[config.mk]
export PLATFORM = sky130hd
export DESIGN_NAME = wrr_arbiter_flat
export DESIGN_NICKNAME = d
export VERILOG_FILES = /design/src/rtl/wrr_arbiter_if.sv /design/src/rtl/wrr_arbiter.sv /design/src/flat_wrapper.sv
export SDC_FILE = /design/constraint.sdc
export NUM_CORES = 1
export LEC_CHECK = 0
export ABC_CLOCK_PERIOD_IN_PS = 6100
export BUFFER_PORTS_ARGS = -buffer_cell sky130_fd_sc_hd__buf_2
export CAP_MARGIN = 20
export CORE_MARGIN = 2
export CORE_UTILIZATION = 35
export DETAILED_ROUTE_END_ITERATION = 8
export PLACE_DENSITY = 0.61
export SLEW_MARGIN = 20
export SYNTH_ARGS = -nofsm -noshare
export SYNTH_HDL_FRONTEND = slang
export SYNTH_SLANG_ARGS = --single-unit
[constraint.sdc]
create_clock -name clk -period 6.1 [get_ports clk]
set_input_delay 0.305 -clock clk [delete_from_list [all_inputs] [get_ports clk]]
set_output_delay 0.305 -clock clk [all_outputs]
set_load 0.1 [all_outputs]
[src/rtl/wrr_arbiter_if.sv]
//==============================================================================
// Module      : wrr_arbiter_if
// Description : Request/grant bundle between N requesters, the downstream
//               acknowledge source and the weighted round-robin arbiter.
//               master : drives req/weight/ack, observes grant/grant_id/busy
//               slave  : the arbiter side
//               Signals:
//                 req      [N]     per-requester level request
//                 weight   [N*WW]  per-requester burst weight, i at [i*WW +: WW]
//                 ack      [1]     downstream accepted one transfer this cycle
//                 grant    [N]     registered one-hot grant
//                 grant_id [IW]    binary index of the grantee
//                 busy     [1]     any grant bit set
// Revision    : 1.0 - initial release
//==============================================================================
`timescale 1ns/1ps
`default_nettype none

interface wrr_arbiter_if #(
  parameter int N  = 4,
  parameter int WW = 4,
  parameter int IW = $clog2(N)
);
  logic [N-1:0]    req;
  logic [N*WW-1:0] weight;
  logic            ack;
  logic [N-1:0]    grant;
  logic [IW-1:0]   grant_id;
  logic            busy;

  modport master (
    output req, weight, ack,
    input  grant, grant_id, busy
  );

  modport slave (
    input  req, weight, ack,
    output grant, grant_id, busy
  );
endinterface

`default_nettype wire

[src/rtl/wrr_arbiter.sv]
//==============================================================================
// Module      : wrr_arbiter
// Description : Parametrised weighted round-robin arbiter. The winner holds a
//               registered one-hot grant for up to max(weight,1) acknowledged
//               transfers, then priority rotates past it. Grants switch
//               back-to-back with no idle cycle.
//               Optional macro ARB_GAP_EN: insert one idle cycle (grant=0,
//               busy=0) after every release, including sole-requester re-grant.
//               Ports:
//                 clk   - clock, rising edge
//                 rst_n - asynchronous active-low reset
//                 bus   - wrr_arbiter_if.slave (req, weight, ack in;
//                         grant, grant_id, busy out)
// Revision    : 1.0 - initial release
//==============================================================================
`timescale 1ns/1ps
`default_nettype none

module wrr_arbiter #(
  parameter int N  = 4,
  parameter int WW = 4
) (
  input  logic         clk,
  input  logic         rst_n,
  wrr_arbiter_if.slave bus
);

  localparam int IW = $clog2(N);

  typedef enum logic [0:0] {
    S_IDLE  = 1'b0,
    S_GRANT = 1'b1
  } state_t;

  state_t        r_state, w_state_nxt;
  logic [N-1:0]  r_grant, w_grant_nxt;
  logic [N-1:0]  r_mask, w_mask_nxt;
  logic [IW-1:0] r_grant_id, w_grant_id_nxt;
  logic [WW-1:0] r_credit, w_credit_nxt;

  logic [N-1:0]  w_above;
  logic [N-1:0]  w_sel_mask;
  logic [N-1:0]  w_masked;
  logic [IW-1:0] w_win_id;
  logic [WW-1:0] w_win_wt;
  logic [WW-1:0] w_win_credit;
  logic [N-1:0]  w_win_onehot;
  logic          w_any_req;
  logic          w_release;

  // Index of the lowest set bit (0 when the vector is empty).
  function automatic logic [IW-1:0] lowest_idx(input logic [N-1:0] v);
    logic [IW-1:0] idx;
    idx = '0;
    for (int i = N - 1; i >= 0; i--) begin
      if (v[i]) idx = IW'(i);
    end
    return idx;
  endfunction

  // Bits strictly above the current one-hot grantee: grant|(grant-1) covers
  // the grantee and everything below it.
  assign w_above = ~(r_grant | (r_grant - {{(N-1){1'b0}}, 1'b1}));

  always_comb begin
    w_release  = 1'b0;
    w_sel_mask = r_mask;
    if (r_state == S_GRANT) begin
      w_release = !bus.req[r_grant_id] || (bus.ack && (r_credit == {{(WW-1){1'b0}}, 1'b1}));
      // On release, selection already sees the rotated mask so the next
      // winner can be granted on the same edge.
      if (w_release) w_sel_mask = w_above;
    end

    w_any_req    = |bus.req;
    w_masked     = bus.req & w_sel_mask;
    // Wrap-around: nothing above the pointer means the lowest requester wins;
    // this also lets a sole requester re-win its own slot.
    w_win_id     = (|w_masked) ? lowest_idx(w_masked) : lowest_idx(bus.req);
    w_win_onehot = {{(N-1){1'b0}}, 1'b1} << w_win_id;
    w_win_wt     = bus.weight[int'(w_win_id) * WW +: WW];
    w_win_credit = (w_win_wt == '0) ? {{(WW-1){1'b0}}, 1'b1} : w_win_wt;

    w_state_nxt    = r_state;
    w_grant_nxt    = r_grant;
    w_grant_id_nxt = r_grant_id;
    w_credit_nxt   = r_credit;
    w_mask_nxt     = r_mask;

    case (r_state)
      S_IDLE: begin
        if (w_any_req) begin
          w_state_nxt    = S_GRANT;
          w_grant_nxt    = w_win_onehot;
          w_grant_id_nxt = w_win_id;
          w_credit_nxt   = w_win_credit;
        end
      end

      S_GRANT: begin
        if (w_release) begin
          w_mask_nxt     = w_above;
          w_state_nxt    = S_IDLE;
          w_grant_nxt    = '0;
          w_grant_id_nxt = '0;
          w_credit_nxt   = '0;
`ifdef ARB_GAP_EN
          // Stay idle for one cycle; IDLE picks the winner with the new mask.
`else
          if (w_any_req) begin
            w_state_nxt    = S_GRANT;
            w_grant_nxt    = w_win_onehot;
            w_grant_id_nxt = w_win_id;
            w_credit_nxt   = w_win_credit;
          end
`endif
        end else if (bus.ack) begin
          // credit > 1 here, since ack at credit 1 is a release.
          w_credit_nxt = r_credit - {{(WW-1){1'b0}}, 1'b1};
        end
      end

      default: begin
        w_state_nxt    = S_IDLE;
        w_grant_nxt    = '0;
        w_grant_id_nxt = '0;
        w_credit_nxt   = '0;
      end
    endcase
  end

  always_ff @(posedge clk or negedge rst_n) begin
    if (!rst_n) begin
      r_state    <= S_IDLE;
      r_grant    <= '0;
      r_grant_id <= '0;
      r_credit   <= '0;
      r_mask     <= '1;
    end else begin
      r_state    <= w_state_nxt;
      r_grant    <= w_grant_nxt;
      r_grant_id <= w_grant_id_nxt;
      r_credit   <= w_credit_nxt;
      r_mask     <= w_mask_nxt;
    end
  end

  assign bus.grant    = r_grant;
  assign bus.grant_id = r_grant_id;
  assign bus.busy     = (r_state == S_GRANT);

endmodule

`default_nettype wire

[src/flat_wrapper.sv]
// flat-port wrapper written by rule: the top's interface ports become plain ports
module wrr_arbiter_flat 
#(
  parameter int N  = 4,
  parameter int WW = 4
)
  (clk, rst_n, bus_req, bus_weight, bus_ack, bus_grant, bus_grant_id, bus_busy);
  wrr_arbiter_if #(.N(N), .WW(WW)) bus_i ();
  input  logic clk;
  input  logic rst_n;
  input wire logic [$bits(bus_i.req)-1:0] bus_req;
  input wire logic [$bits(bus_i.weight)-1:0] bus_weight;
  input wire logic [$bits(bus_i.ack)-1:0] bus_ack;
  output wire logic [$bits(bus_i.grant)-1:0] bus_grant;
  output wire logic [$bits(bus_i.grant_id)-1:0] bus_grant_id;
  output wire logic [$bits(bus_i.busy)-1:0] bus_busy;
  assign bus_i.req = bus_req;
  assign bus_i.weight = bus_weight;
  assign bus_i.ack = bus_ack;
  assign bus_grant = bus_i.grant;
  assign bus_grant_id = bus_i.grant_id;
  assign bus_busy = bus_i.busy;
  wrr_arbiter #(.N(N), .WW(WW)) u_core (.clk(clk), .rst_n(rst_n), .bus(bus_i));
endmodule
-- Yosys cells after proc, flatten, opt, wreduce, memory -nomap -nowiden
Index checks and enable logic that the tools add are counted.
W data, S select, Z words.
- output and inout port bits: 7
- logic and storage cells: 58
- register bits: 15
- bits of input ports: 23
- add/subtract/negate cells: 2
- eq/ne operators: 4
- shift-type cells: 2
- bitwise logic cells: 4
- muxes and demuxes: 31
- order comparisons: 1
- reduce and logical (&&, ||, !) cells: 9
- operators with widths (operator ; count):
    $mux W4 ; 10
    $mux W2 ; 12
    $pmux W4 S2 ; 2
    $shiftx A16 B5 Y4 ; 1
    $reduce_or A4 Y1 ; 2
    $sub A4 B1 Y4 const B ; 2
    $reduce_and A2 Y1 ; 3
    $and A4 B4 Y4 ; 1
    $eq A4 B1 Y1 const B ; 1
    $logic_not A4 Y1 ; 1
    $mux W1 ; 4
    $not A4 Y4 ; 1
    $or A4 B4 Y4 ; 1
    $pmux W2 S2 ; 1
    $shl A1 B2 Y4 const A ; 1
    $lt A2 B3 Y1 const B ; 1
    $ne A3 B3 Y1 const B ; 1
    $bmux W1 S2 ; 1
    $ne A2 B1 Y1 const B ; 1
    $ne A2 B2 Y1 const B ; 1
    $pmux W1 S2 ; 1
    $logic_and A1 B1 Y1 ; 1
    $logic_not A1 Y1 ; 1
    $logic_or A1 B1 Y1 ; 1
    $not A1 Y1 ; 1

-- Logic depth before layout (Yosys ltp)
Gate-level depths: netlist (run 1).
- word-level depth: 18
- depth in mapped cells: 11
- gate-level depth less buffers: 10

-- Worst setup path after synthesis (run 1)
OpenSTA, ideal clock, no wires.
- path type: flip-flop to flip-flop
- start: register u_core.r_grant_id[1], in the netlist u_core.bus.grant_id[1]
- end: register u_core.r_credit[2]
- required time: 5.979 ns
- stages on the path, launching flop included: 10
- arrival time: 2.989 ns
- period minus slack after synthesis: 3.111 ns
- path buffers: 1
- path slack: 2.989 ns
- cells stage by stage: dfrtp_1 mux2_2 o22a_1 a2111o_1 o2111ai_1 a21oi_1 a21o_1 buf_6 mux4_2 o2bb2ai_1
- longest elaborated chain between the ends: 18
- ends and longest elaborated chain (element ; RTL line ; text):
    from (decl) ; wrr_arbiter.sv:38 ; logic [IW-1:0] r_grant_id, w_grant_id_nxt;
    from (signal assigned) ; wrr_arbiter.sv:142 ; r_grant_id <= w_grant_id_nxt;
    $bmux W1 S2 (*) ; wrr_arbiter.sv:69 ; w_release = !bus.req[r_grant_id] || (bus.ack && (r_credit == {{(WW-1){1'b0}}, 1'b1}));
    $mux W1 (implied by the code) (*) ; wrr_arbiter.sv:69 ;
    $logic_not A1 Y1 (*) ; wrr_arbiter.sv:69 ;
    $logic_or A1 B1 Y1 (*) ; wrr_arbiter.sv:69 ;
    $mux W4 ; wrr_arbiter.sv:72 ; if (w_release) w_sel_mask = w_above;
    $mux W4 ; wrr_arbiter.sv:68 ; if (r_state == S_GRANT) begin
    $and A4 B4 Y4 ; wrr_arbiter.sv:76 ; w_masked = bus.req & w_sel_mask;
    $mux W2 (4 in a row) ; wrr_arbiter.sv:56 ; if (v[i]) idx = IW'(i);
    $mux W2 ; wrr_arbiter.sv:79 ; w_win_id = (|w_masked) ? lowest_idx(w_masked) : lowest_idx(bus.req);
    $shiftx A16 B5 Y4 ; wrr_arbiter.sv:81 ; w_win_wt = bus.weight[int'(w_win_id) * WW +: WW];
    $logic_not A4 Y1 ; wrr_arbiter.sv:82 ; w_win_credit = (w_win_wt == '0) ? {{(WW-1){1'b0}}, 1'b1} : w_win_wt;
    $mux W4 ; wrr_arbiter.sv:82 ;
    $mux W4 ; wrr_arbiter.sv:110 ; if (w_any_req) begin
    $mux W4 ; wrr_arbiter.sv:101 ; if (w_release) begin
    $pmux W4 S2 ; wrr_arbiter.sv:90 ; case (r_state)
    to (signal assigned) ; wrr_arbiter.sv:143 ; r_credit <= w_credit_nxt;
    to (decl) ; wrr_arbiter.sv:39 ; logic [WW-1:0] r_credit, w_credit_nxt;
Every way passes the cells marked *; elsewhere a longest branch is shown, timed or not. The select of a mux whose other input is x is not followed.
A chain may end at the register's enable or synchronous reset.

-- Final worst setup path (run 1)
- start: register u_core.r_credit[1]
- end: register u_core.r_credit[2]
- longest elaborated chain between the ends: 17
- ends and longest elaborated chain (element ; RTL line):
    $eq A4 B1 Y1 ; wrr_arbiter.sv:69
    $logic_and A1 B1 Y1 ; wrr_arbiter.sv:69
    $logic_or A1 B1 Y1 ; wrr_arbiter.sv:69
    $mux W4 ; wrr_arbiter.sv:72
    $mux W4 ; wrr_arbiter.sv:68
    $and A4 B4 Y4 ; wrr_arbiter.sv:76
    $mux W2 (4 in a row) ; wrr_arbiter.sv:56
    $mux W2 ; wrr_arbiter.sv:79
    $shiftx A16 B5 Y4 ; wrr_arbiter.sv:81
    $logic_not A4 Y1 ; wrr_arbiter.sv:82
    $mux W4 ; wrr_arbiter.sv:82
    $mux W4 ; wrr_arbiter.sv:110
    $mux W4 ; wrr_arbiter.sv:101
    $pmux W4 S2 ; wrr_arbiter.sv:90
Several ways; a longest one is shown, not always the timed one. The select of a mux whose other input is x is not followed.

==> results.yml, run 1 <==
drt:
  firstDrtPassIters: 6
  wl_per_cell_um: 14.6
  drtIter0Drc: 27
  vias: 1026
  drc: 1
  via_per_inst: 5.76
  ant_nets: 0
  finalWirelength_um: 2600
synthesis:
  ys_seq_area_frac: 0.361
  synth_top_area_frac: 0.261
  ys_ff_latch: 15
  synth_area_leaders: "dfrtp_1 26%, dfstp_2 10%, mux2i_1 7.6%, nor2_1 5.3%, nand2_1 5.0%"
  syn_area_per_cell_um2: 9.16
  synth_cell_types: 37
  yosysTopAreaCell: "dfrtp_1"
  synth_cells: 115
  yosysWarnings: 0
  syn_nets: 140
  syn_area_um2: 1050
setup_path:
  path_cells: "inv_1, ha_1, nor4bb_1, and2_1, nor3_1, or3b_1, a21oi_1, a21o_1, mux4_2, o2bb2ai_1"
  critPathSlowestCell: "mux4_2"
  required_ns: 6.28
  critical_path_class: "flip-flop to flip-flop"
  endpoint_kind: "flip-flop"
  slowest_delay_ns: 0.56
  rrSetupSlack_ns: 3.19
  critPathMaxFanout: 9
  crit_path_start_kind: "flip-flop"
  cp.arrival_ns: 3.09
cells_and_area:
  ff_latch_area_um2: 380
  final_layout_size_suffix_gt1_frac: 0.293
  postLayoutCellArea_um2: 1260
  diodes: 0
  multi_input_area_um2: 638
  fin_cells: 178
  fin_nets: 173
  fill_cells: 298
  synthToLayoutAreaGrowth_pct: 19.4
floorplanning:
  io_pins: 30
  fp.dieW_um: 58.9
  start_util: 0.376
  dieArea_um2: 3470
  core_um2: 2810
  rows: 19
  die_h_um: 58.9
power:
  power_frac_comb: 0.654
  power_frac_clock: 0.083
  power_leakage_uw: 0.000627
  seqPwrFrac: 0.263
  p_sw_frac: 0.525
  p_sw_uw: 374
  p_per_area_nw_per_um2: 568
  intPower_uw: 339
  power.total_uw: 714
  ir_drop_v: 0.000235
status:
  status: "complete, but fails checks"
  violations: "design-rule violations"
min_path:
  hp-class: "input port to flip-flop"
sta:
  finalSetupViolCount: 0
  finClkSkew_ns: 0.00586
  slew_viol_final: 0
  hold_slack_ns: 0.399
  finalHoldViolations: 0
  tns_ns: 0
  max_freq_mhz: 344
  finalCriticalPeriod_ns: 2.91
  worst_pin_slew_ns: 0.485
  rsz0062_at_grt: "no"
  post-route-period-util: 0.477
  slew-limit-headroom: 0.679
cts:
  cts_setup_buffers: 0
  clock_tree.root_cell: "clkbuf_4"
  cts_buffer_depth: 2
  htreeDepth: 1
  clock_latency_ns: 0.29
  cts_buffers: 3
  cts_tree: "built"
  cts_sinks: 15
  path_clk_slew_ns: 0.09
place:
  hpwl_um: 2110
  dpl_cell_area_um2: 1220
  portBuffers: 29
  place_congestion: 0.764
  place_inst: 173
flow_run:
  max-cap-violations: 0
global_routing:
  grt_pass1_vias: 970
  overflow: 0
  antenna_found_initial: 0
  grt_max_degree: 16
  grt_pass1_wl_um: 4420
  grt_usage: 0.168
[cell usage after synthesis (all sizes together)]
| cell | instances |
|---|---|
| nor4bb | 1 |
| a221o | 1 |
| and3 | 1 |
| a2111o | 1 |
| o21ai | 6 |
| or3b | 1 |
| or3 | 1 |
| and2 | 2 |
| nor3 | 8 |
| a22o | 1 |
| dfstp | 4 |
| o311ai | 1 |
| mux4 | 2 |
| a22oi | 1 |
| o22ai | 1 |
| o2bb2ai | 2 |
| o31ai | 1 |
| a21oi | 7 |
| ha | 2 |
| o22a | 1 |
| a21o | 3 |
| mux2 | 5 |
| o2111ai | 1 |
| nand2 | 14 |
| nor2 | 15 |
| o211a | 2 |
| nor2b | 1 |
| mux2i | 8 |
| inv | 5 |
| a41o | 1 |
| nand2b | 1 |
| a32o | 1 |
| buf | 2 |
| dfrtp | 11 |
[logic make-up after synthesis]
group | Yosys count | share of synthesized area
buf+inv | 7 | 0.0333
fa+ha+maj | 2 | 0.0237
flops | 15 | 0.361
mux | 15 | 0.176
compound gates | 31 | 0.211
simple gates | 45 | 0.195
[repair_timing]
| action | CTS | global route |
|---|---|---|
| gates resized for setup | 0 | 0 |
| endpoints found under the hold margin | 11 | 0 |
| endpoints found under the setup margin | 0 | 0 |
| hold buffers | 1 | 0 |
[registers in the layout, indices dropped and copies added, names as in the netlist]
name	flops
u_core.bus.busy	1
u_core.bus.grant	4
u_core.bus.grant_id	2
u_core.r_credit	4
u_core.r_mask	4
[critical path, delay by kind of cell, from the launching register on]
family | cells | cell delay [ns]
AO/OA/AOI/OAI | 3 | 0.60
adder cells (fa/ha/maj) | 1 | 0.13
buffers and inverters | 1 | 0.08
flip-flops | 1 | 0.41
multiplexers | 1 | 0.56
AND/OR/NAND/NOR | 4 | 1.03
[layer usage]
layer  part of all wire  track usage  up-vias
met4              0.017       0.0779        0
met3              0.056       0.0154        4
met5                  0            0        -
met1               0.44        0.221      489
met2               0.49        0.276       38
li1                   -            -      495
[power groups by stage]
stage	Sequential, µW	Combinational [µW]	Clock [µW]
finish	188	467	59.2
global route	195	510	64.6
CTS	188	470	60.7
detailed placement	189	468	0
global placement	187	457	0
floorplan	300	276	0
[worst paths after layout]
| check | from | endpoint | cells past startpoint |
|---|---|---|---|
| max reg2reg | u_core.r_credit[1]$_DFFE_PN0P_ | u_core.r_credit[2]$_DFFE_PN0P_ | 10 |
| min in group asynchronous | rst_n | u_core.bus.grant[2]$_DFFE_PN0P_ | 2 |
| min reg2reg | u_core.r_mask[0]$_DFFE_PN1P_ | u_core.r_mask[0]$_DFFE_PN1P_ | 1 |
| max | u_core.r_credit[1]$_DFFE_PN0P_ | u_core.r_credit[2]$_DFFE_PN0P_ | 10 |
| min | bus_req[0] | u_core.bus.busy$_DFF_PN0_ | 3 |
| max in group asynchronous | rst_n | u_core.r_mask[2]$_DFFE_PN1P_ | 2 |
[area by class of cell]
class	instances	share of cell area
clock buffers	4	0.0209
inverters	5	0.0149
flip-flops and latches	15	0.302
multi-input cells	93	0.507
repair buffers	30	0.123
well taps	31	0.0308
[stage by stage]
step | setup WS [ns] | utilization
2_1_floorplan | 2.99 | -
3_3_place_gp | 3.30 | 0.435
3_5_place_dp | 3.20 | 0.435
4_1_cts | 3.18 | 0.448
5_1_grt | 2.95 | 0.448
6_report | 3.19 | 0.448
[cells in the final DEF, fill, tap and decap left out, types with 2 or more instances in the layout]
| cell type | synthesis | layout |
|---|---|---|
| and2_1 | 2 | 2 |
| a21oi_1 | 7 | 7 |
| o211a_1 | 2 | 2 |
| ha_1 | 2 | 2 |
| dfstp_2 | 4 | 4 |
| mux2_2 | 4 | 4 |
| dfrtp_1 | 11 | 11 |
| o2bb2ai_1 | 2 | 2 |
| nor3_1 | 8 | 8 |
| inv_1 | 5 | 5 |
| o21ai_0 | 5 | 5 |
| a21o_1 | 3 | 3 |
| nand2_1 | 14 | 14 |
| nor2_1 | 15 | 15 |
| buf_2 | 1 | 29 |
| clkbuf_4 | 0 | 3 |
| mux2i_1 | 8 | 8 |
| mux4_2 | 2 | 2 |
Note: power is estimated with default switching activity, not from simulation.
==> inputs of run 2 (changes only) <==
- ABC_CLOCK_PERIOD_IN_PS: 6100 -> 3050
- clock period: 6.1 -> 3.05 ns (I/O delays scaled with it)
==> results.yml, run 2 (synthesis gave the netlist of run 1 again) <==
setup_path:
  slowest_delay_ns: 0.53
  endpoint_kind: "flip-flop"
  cp.arrival_ns: 2.86
  crit_path_start_kind: "flip-flop"
  critPathMaxFanout: 9
  path_cells: "inv_1, ha_1, nor4bb_2, nand2_1, nand2_1, o311ai_0, o21ai_0, a21o_2, mux4_2, o2bb2ai_1"
  crit_buf_inv: 1
  critPathTopFamily: "compound AO/OA/AOI/OAI gates"
  critPathSlowestCell: "mux4_2"
  required_ns: 3.23
  crit_top_cell: "nand2_1"
  critical_path_class: "flip-flop to flip-flop"
drt:
  drtIter0Drc: 31
  ant_nets: 0
  via_per_inst: 5.64
  finalWirelength_um: 2600
  wl_per_cell_um: 14.5
  vias: 1010
  firstDrtPassIters: 6
  drc: 2
sta:
  worst_pin_slew_ns: 0.486
  slew-limit-headroom: 0.678
  tns_ns: 0
  finalCriticalPeriod_ns: 2.68
  max_freq_mhz: 374
  finClkSkew_ns: 0.00231
  fin_ws_ns: 0.375
  finalHoldViolations: 0
  slew_viol_final: 0
  rsz0062_at_grt: "no"
  finalSetupViolCount: 0
  post-route-period-util: 0.877
cts:
  cts_setup_buffers: 0
  cts_buffers: 3
  path_clk_slew_ns: 0.09
  clock_tree.root_cell: "clkbuf_4"
  cts_sinks: 15
  clock_latency_ns: 0.29
  cts_buffer_depth: 2
  htreeDepth: 1
  cts_tree: "built"
status:
  status: "complete, but fails checks"
  violations: "design-rule violations"
cells_and_area:
  final_layout_size_suffix_gt1_frac: 0.318
  fin_nets: 174
  synthToLayoutAreaGrowth_pct: 20.9
  diodes: 0
  final_common_cell: "buf_2"
  final_cell_mix: "29 x buf_2, 15 x nor2_1, 14 x nand2_1"
power:
  intPower_uw: 696
  p_per_area_nw_per_um2: 1140
  power_frac_clock: 0.081
  ir_drop_v: 0.000563
  power_frac_comb: 0.656
  seqPwrFrac: 0.264
  power_leakage_uw: 0.000630
  p_sw_uw: 754
  p_sw_frac: 0.520
floorplanning:
  io_pins: 30
  core_um2: 2810
  fp.dieW_um: 58.9
  rows: 19
  start_util: 0.376
  die_h_um: 58.9
  dieArea_um2: 3470
global_routing:
  overflow: 0
  grt_usage: 0.169
  grt_pass1_wl_um: 4410
  antenna_found_initial: 0
  grt_max_degree: 16
  grt_pass1_vias: 984
place:
  place_congestion: 0.792
  hpwl_um: 2090
  portBuffers: 29
  place_ws_ns: 0.166
flow_run:
  max-cap-violations: 0
min_path:
  hp-class: "input port to flip-flop"
## run 2: repair_timing
action                                  in CTS  in global routing
hold buffers                                 1                  0
endpoints found under the setup margin       0                  3
resized for setup                            0                  2
endpoints found under the hold margin       11                  0
## run 2: path summary, 6_finish.rpt
path	startpoint	end	slack, ns	cells after the start
min reg2reg	u_core.r_mask[0]$_DFFE_PN1P_	u_core.r_mask[0]$_DFFE_PN1P_	0.51	1
max reg2reg	u_core.r_credit[1]$_DFFE_PN0P_	u_core.r_credit[3]$_DFFE_PN0P_	0.37	10
min	bus_req[3]	u_core.bus.busy$_DFF_PN0_	0.22	3
max	u_core.r_credit[1]$_DFFE_PN0P_	u_core.r_credit[3]$_DFFE_PN0P_	0.37	10
min in group asynchronous	rst_n	u_core.bus.grant[1]$_DFFE_PN0P_	0.29	2
max in group asynchronous	rst_n	u_core.r_mask[2]$_DFFE_PN1P_	2.46	2
## run 2: cell type report
type	instances	area, µm²
clock buffers	4	26.3
repair buffers	31	163
fillers	300	1530
inverters	5	18.8
well taps	31	38.8
multi-input cells	93	646
flip-flops and latches	15	382
## run 2: worst reg2reg max path: stages, from the launching register on
cell and delay, ns:
dfrtp_1 0.40, inv_1 0.08, ha_1 0.13, nor4bb_2 0.27, nand2_1 0.18, nand2_1 0.26
o311ai_0 0.19, o21ai_0 0.12, a21o_2 0.28, mux4_2 0.53, o2bb2ai_1 0.13
## run 2: layer usage
layer,GRT usage,routed length [µm],vias to the layer above,part of all wire
met2,0.275,1260,35,0.49
met4,0.101,60,0,0.023
met3,0.0154,133,6,0.051
met5,0,0,-,0
met1,0.219,1140,478,0.44
li1,-,-,491,-
## run 2: power groups by stage
stage / Clock (µW) / Combinational [µW] / Sequential, µW
finish: 117 / 951 / 382
global route: 126 / 1050 / 390
CTS: 124 / 952 / 376
detailed placement: 0 / 950 / 380
global placement: 0 / 927 / 377
floorplan: 0 / 551 / 601
## run 2: stage by stage
step / hold slack [ns] / area, µm² / power (µW) / utilization / std cells
4_1_cts: 0.208 / 1270 / 1450 / 0.451 / 179
2_1_floorplan: -0.143 / 1050 / 1150 / - / 115
3_5_place_dp: 0.0753 / 1230 / 1330 / 0.438 / 174
3_3_place_gp: 0.0748 / 1230 / 1300 / 0.438 / 174
6_report: 0.219 / 1270 / 1450 / 0.454 / 179
5_1_grt: 0.267 / 1270 / 1560 / 0.454 / 179
